<file path="config.mk">
export PLATFORM = sky130hd
export DESIGN_NAME = branch_resolve_unit
export DESIGN_NICKNAME = d
export VERILOG_FILES = /design/src/rtl/bru_pkg.sv /design/src/rtl/bru_pred_fifo.sv /design/src/rtl/branch_resolve_unit.sv
export SDC_FILE = /design/constraint.sdc
export NUM_CORES = 1
export LEC_CHECK = 0
export BUFFER_PORTS_ARGS = -buffer_cell sky130_fd_sc_hd__buf_2
export CAP_MARGIN = 20
export CORE_MARGIN = 2
export CORE_UTILIZATION = 43
export DETAILED_ROUTE_END_ITERATION = 6
export GPL_TIMING_DRIVEN = 1
export HOLD_SLACK_MARGIN = 0.08
export SYNTH_ARGS = -nofsm -noshare
export SYNTH_HDL_FRONTEND = slang
export SYNTH_SLANG_ARGS = --single-unit
</file>
<file path="constraint.sdc">
create_clock -name clk -period 8.9 [get_ports clk]
set_clock_uncertainty 0.05 [all_clocks]
set_input_delay 0.89 -clock clk [delete_from_list [all_inputs] [get_ports clk]]
set_output_delay 0.89 -clock clk [all_outputs]
set_load 0.05 [all_outputs]
</file>
<file path="src/rtl/bru_pkg.sv">
// Shared types for the branch resolve unit: queued prediction entry and FSM state.
package bru_pkg;

    localparam int unsigned BRU_AW = 32;

    typedef struct packed {
        logic [BRU_AW-1:0] pc;
        logic [BRU_AW-1:0] pred_target;
    } pred_entry_t;

    typedef enum logic {
        RUN   = 1'b0,
        DRAIN = 1'b1
    } bru_state_t;

endpackage

</file>
<file path="src/rtl/bru_pred_fifo.sv">
// In-flight prediction queue: DEPTH entries, wrap-bit pointers, synchronous flush,
// head entry visible combinationally.
module bru_pred_fifo
    import bru_pkg::*;
#(
    parameter int unsigned DEPTH = 4
) (
    input  logic        clk,
    input  logic        rst,
    input  logic        flush,
    input  logic        push,
    input  logic        pop,
    input  pred_entry_t din,
    output logic        full,
    output logic        empty,
    output pred_entry_t head
);

    localparam int unsigned IW = $clog2(DEPTH);
    localparam int unsigned PW = IW + 1;

    logic [PW-1:0] wr_ptr;
    logic [PW-1:0] rd_ptr;
    pred_entry_t   mem [DEPTH];
    logic          push_ok;
    logic          pop_ok;

    assign full    = (wr_ptr[PW-1] != rd_ptr[PW-1]) && (wr_ptr[IW-1:0] == rd_ptr[IW-1:0]);
    assign empty   = (wr_ptr == rd_ptr);
    assign pop_ok  = pop && !empty;
    // A full queue still takes a push when the head leaves on the same edge
    assign push_ok = push && (!full || pop_ok);
    assign head    = mem[rd_ptr[IW-1:0]];

    always_ff @(posedge clk) begin
        if (rst || flush) begin
            wr_ptr <= '0;
            rd_ptr <= '0;
        end else begin
            if (push_ok) wr_ptr <= wr_ptr + PW'(1);
            if (pop_ok)  rd_ptr <= rd_ptr + PW'(1);
        end
    end

    always_ff @(posedge clk) begin
        if (push_ok) mem[wr_ptr[IW-1:0]] <= din;
    end

endmodule

</file>
<file path="src/rtl/branch_resolve_unit.sv">
// Checks queued fetch predictions against resolved branches; drives BTB update and redirect.
// Optional statistics counters are built only when BRU_STATS_EN is defined.
module branch_resolve_unit
    import bru_pkg::*;
#(
    parameter int unsigned DEPTH = 4,
    parameter int unsigned AW    = BRU_AW,
    parameter int unsigned CNT_W = 32
) (
    input  logic             clk,
    input  logic             rst,
    input  logic             pred_valid,
    input  logic [AW-1:0]    pred_pc,
    input  logic [AW-1:0]    pred_target,
    output logic             pred_ready,
    input  logic             res_valid,
    input  logic [AW-1:0]    res_pc,
    input  logic             res_taken,
    input  logic [AW-1:0]    res_target,
    output logic             update,
    output logic [AW-1:0]    update_pc,
    output logic [AW-1:0]    update_target,
    output logic             redirect,
    output logic [AW-1:0]    redirect_pc,
    output logic             seq_err,
    output logic [CNT_W-1:0] stat_branches,
    output logic [CNT_W-1:0] stat_mispred
);

    bru_state_t  state, state_nxt;
    pred_entry_t head;
    pred_entry_t din;
    logic        full, empty;
    logic        push_c, pop_c, flush_c, accept_c;
    logic        update_d, redirect_d, seq_err_d;
    logic [AW-1:0] actual_next_c;

    assign din.pc          = pred_pc;
    assign din.pred_target = pred_target;
    assign actual_next_c   = res_taken ? res_target : res_pc + AW'(4);
    assign pred_ready      = !full && (state == RUN);
    // Wrong-path pushes on a flushing edge are discarded
    assign push_c          = pred_valid && pred_ready && !flush_c;

    bru_pred_fifo #(.DEPTH(DEPTH)) u_fifo (
        .clk   (clk),
        .rst   (rst),
        .flush (flush_c),
        .push  (push_c),
        .pop   (pop_c),
        .din   (din),
        .full  (full),
        .empty (empty),
        .head  (head)
    );

    always_ff @(posedge clk) begin
        if (rst) state <= RUN;
        else     state <= state_nxt;
    end

    // Resolution compare and next-state
    always_comb begin
        state_nxt  = state;
        pop_c      = 1'b0;
        flush_c    = 1'b0;
        accept_c   = 1'b0;
        update_d   = 1'b0;
        redirect_d = 1'b0;
        seq_err_d  = 1'b0;
        case (state)
            RUN: begin
                if (res_valid) begin
                    if (empty) begin
                        seq_err_d = 1'b1;
                    end else begin
                        accept_c = 1'b1;
                        if (res_pc != head.pc) begin
                            seq_err_d  = 1'b1;
                            redirect_d = 1'b1;
                            flush_c    = 1'b1;
                        end else begin
                            pop_c    = 1'b1;
                            update_d = res_taken && (head.pred_target != res_target);
                            if (head.pred_target != actual_next_c) begin
                                redirect_d = 1'b1;
                                flush_c    = 1'b1;
                            end
                        end
                    end
                end
                if (redirect_d) state_nxt = DRAIN;
            end
            DRAIN: state_nxt = RUN;
        endcase
    end

    always_ff @(posedge clk) begin
        if (rst) begin
            update        <= 1'b0;
            update_pc     <= '0;
            update_target <= '0;
            redirect      <= 1'b0;
            redirect_pc   <= '0;
            seq_err       <= 1'b0;
        end else begin
            update   <= update_d;
            redirect <= redirect_d;
            seq_err  <= seq_err_d;
            if (update_d) begin
                update_pc     <= res_pc;
                update_target <= res_target;
            end
            if (redirect_d) redirect_pc <= actual_next_c;
        end
    end

`ifdef BRU_STATS_EN
    // Saturating event counters
    always_ff @(posedge clk) begin
        if (rst) begin
            stat_branches <= '0;
            stat_mispred  <= '0;
        end else begin
            if (accept_c && (stat_branches != '1)) stat_branches <= stat_branches + CNT_W'(1);
            if (redirect_d && (stat_mispred != '1)) stat_mispred <= stat_mispred + CNT_W'(1);
        end
    end
`else
    assign stat_branches = '0;
    assign stat_mispred  = '0;
`endif

endmodule
</file>
==> metrics.cfg <==
[status]
status=completed

[sta]
setup_viol_count_final=0
slew_viol_final=0
grt_setup_unrepaired=false
worstMarginPinSlew_ps=1060
period_needed_ps=6350
relSlewSlack_pct=29.1
final.setup.tns_ps=0
max_freq_mhz=157
fin_crit_sh_pct=71.4
hold_viol=0

[clock_tree]
clk_path_buf_depth=3
root_buffer=clkbuf_16
cts_inserted_buffers=38
clock-sinks=363
cts_setup_buffers=0
clk_latency_ps=530
cts_tree=done
cts_resized=0
htree_levels=2
path_clk_slew_ps=60
ctsHoldBuffers=0

[worst_setup_path]
critical_path_required_ps=9000
path_cells=buf_4 -> mux4_2 -> or3_1 -> a221oi_1 -> nand4_1 -> nor4_1 -> nor4b_4 -> nor2_2 -> buf_4 -> and3b_2 -> buf_4
cp_data_arrival_time_ps=6450
path_buf_inv=3
cp-start-kind=register
crit_top_cell=buf_4
cpPeakStageDelay_ps=940
crit_type=register to register
cp_top_family=simple AND/OR/NAND/NOR gates
cp_slowest_cell=dfxtp_4
rrSetupSlack_ps=2550
end_kind=register
path_max_fanout=64

[cells_and_area]
seqCellArea_um2=9830
multi_input_area_um2=5790
fillers=3351
fin_nets=1518
drive_above_1_share_pct=27.0
syn_to_final_growth_pct=15.1
design_area_um2=18800

[power_and_ir_drop]
p_int_mw=2.95
powerDensity_nw_per_um2=213
p_seq_share_pct=48.6
leakagePower_nw=7.20
power_switching_mw=1.04
power_frac_clock_pct=38.1
worst_ir_drop_vdd_uv=124
combPwrFrac_pct=13.3
switching_share_pct=26.0

[synth]
synth_top_area_share_pct=47.2
syn_inst=1177
ys_warn_count=0
seq_area_frac_synth_pct=60.3
syn_area_um2=16300
async_flop_share_pct=0
ys_types=64
synth_seq_cells=363
synth_edf_count=256
avgSynthCellArea_um2=13.8
yosys-top-cells-area=edfxtp_1 (47%), dfxtp_1 (13%), mux4_2 (8.7%)
yosys_most_used_dff=edfxtp_1
synth_top_area_cell=edfxtp_1

[floorplanning]
fp.dieW_um=199
coreArea_um2=37500
start_util_pct=43.5
io_pins=297
die_h_um=199
fp.dieArea_um2=39500
num_rows=71

[route]
vias=10500
drc=0
drtAntennaViolNets=0
wirelength_um=44700
dr.pass1.iters=5
vias_per_cell=5.46
first_iter_violations=847
wl_per_cell_um=23.3

[placed_design]
gp_congestion=0.921
postPlaceCellArea_um2=17600
io_buffers=232
dp_hpwl_um=31700

[global_route]
grtUsageTotal_pct=22.4
antenna_found_initial=2
grt_first_pass_wirelength_um=64100
grt.overflow.total=0
grt_max_degree=71
grt_pass1_vias=10000

[flow_run]
maxCapViolCount=0

[worst_hold_path]
worstHoldStart=redirect_pc[16]
hold_class=register to register

==> kinds of logic (layout without fill, tap and decap cells) <==
group	Yosys count	after routing	share of synthesized area, %
AO/OA/AOI/OAI	115	115	4.63
multiplexers	145	145	13.8
XOR/XNOR	101	101	5.51
adder cells (fa/ha/maj)	6	6	0.461
flip-flops	363	363	60.3
other	1	65	0.0230
buffers and inverters	153	322	5.70
AND/OR/NAND/NOR	293	293	9.58
==> power groups by stage <==
stage / Clock (mW) / Sequential [mW] / Combinational, mW
2_1_floorplan: 0 / 2.02 / 0.325
3_3_place_gp: 0 / 1.97 / 0.526
3_5_place_dp: 0 / 1.97 / 0.528
4_1_cts: 1.56 / 1.94 / 0.530
5_1_grt: 1.62 / 1.94 / 0.567
6_report: 1.52 / 1.94 / 0.531
==> final cells by class <==
class	count	area share, %
diodes	1	0.0133
clock buffers	51	5.55
clock inverters	19	0.854
inverters	7	0.140
multi-input cells	724	30.9
flip-flops and latches	363	52.4
well taps	511	3.41
repair buffers	245	6.72
==> layout by cell type (no fill, tap or decap), types with 25 or more instances in the layout <==
cell type  Yosys  layout
buf_2         17     231
nand3_1       27      27
or4_1         25      25
nand2_1       33      33
xnor2_1       60      60
o21ai_0       33      33
edfxtp_1     256     256
a21oi_1       26      26
mux2i_1       78      78
nor2_1        91      90
nand4_1       28      28
clkbuf_16      0      39
mux4_2        63      63
dfxtp_1      107     105
xor2_1        40      40
conb_1         1      64
==> Yosys cell counts, drive strengths merged, types with 7 or more instances <==
master,count
nor4,15
mux2i,78
dfxtp,107
nor3,18
clkbuf,47
mux4,63
nand4,29
o21ai,34
a21oi,26
nor2,92
a211oi,14
inv,7
buf,99
nor2b,7
or4,25
nand2b,18
edfxtp,256
or3,9
nand3,27
xor2,40
nand2,33
xnor2,60
==> per-layer routing <==
| layer | GRT usage (%) | routed length [um] | share of wire [%] | vias up |
|---|---|---|---|---|
| met3 | 3.54 | 3090 | 6.9 | 81 |
| met2 | 36.3 | 21200 | 47 | 467 |
| li1 | - | - | - | 4718 |
| met5 | 0 | 11 | 0.025 | - |
| met1 | 31.0 | 19100 | 43 | 5226 |
| met4 | 7.49 | 1230 | 2.7 | 2 |
==> tightest hold or removal path, cell delays in order (launching register included) <==
cell and delay (ps):
dfxtp_1 310, nand2b_1 70, o21ai_1 50
==> path summary, 6_finish.rpt <==
check	to	depth (start not counted)
max reg2reg	u_fifo.mem[1][17]	11
max	u_fifo.mem[1][17]	11
min reg2reg	redirect_pc[16]	2
min	redirect_pc[16]	2
==> through the flow <==
| stage | worst slack, ps | hold WS, ps | power, mW | util [%] | instances |
|---|---|---|---|---|---|
| floorplan | 2230 | 491 | 2.34 | - | 1240 |
| global placement | 2430 | 413 | 2.50 | 46.8 | 1850 |
| detailed placement | 2380 | 413 | 2.50 | 46.8 | 1850 |
| CTS | 2520 | 423 | 4.02 | 50.0 | 1920 |
| global route | 2060 | 454 | 4.13 | 50.0 | 1920 |
| finish | 2550 | 426 | 3.99 | 50.0 | 1921 |
==> state kept, by name, summed over array words and instances, names as in the netlist, named ones only <==
| register | flops |
|---|---|
| update_target | 32 |
| u_fifo.mem | 256 |
| update_pc | 32 |
| u_fifo.wr_ptr | 3 |
| state | 1 |
| update | 1 |
| u_fifo.rd_ptr | 3 |
| redirect_pc | 32 |
| seq_err | 1 |
Power figures use the tool's default switching activity.
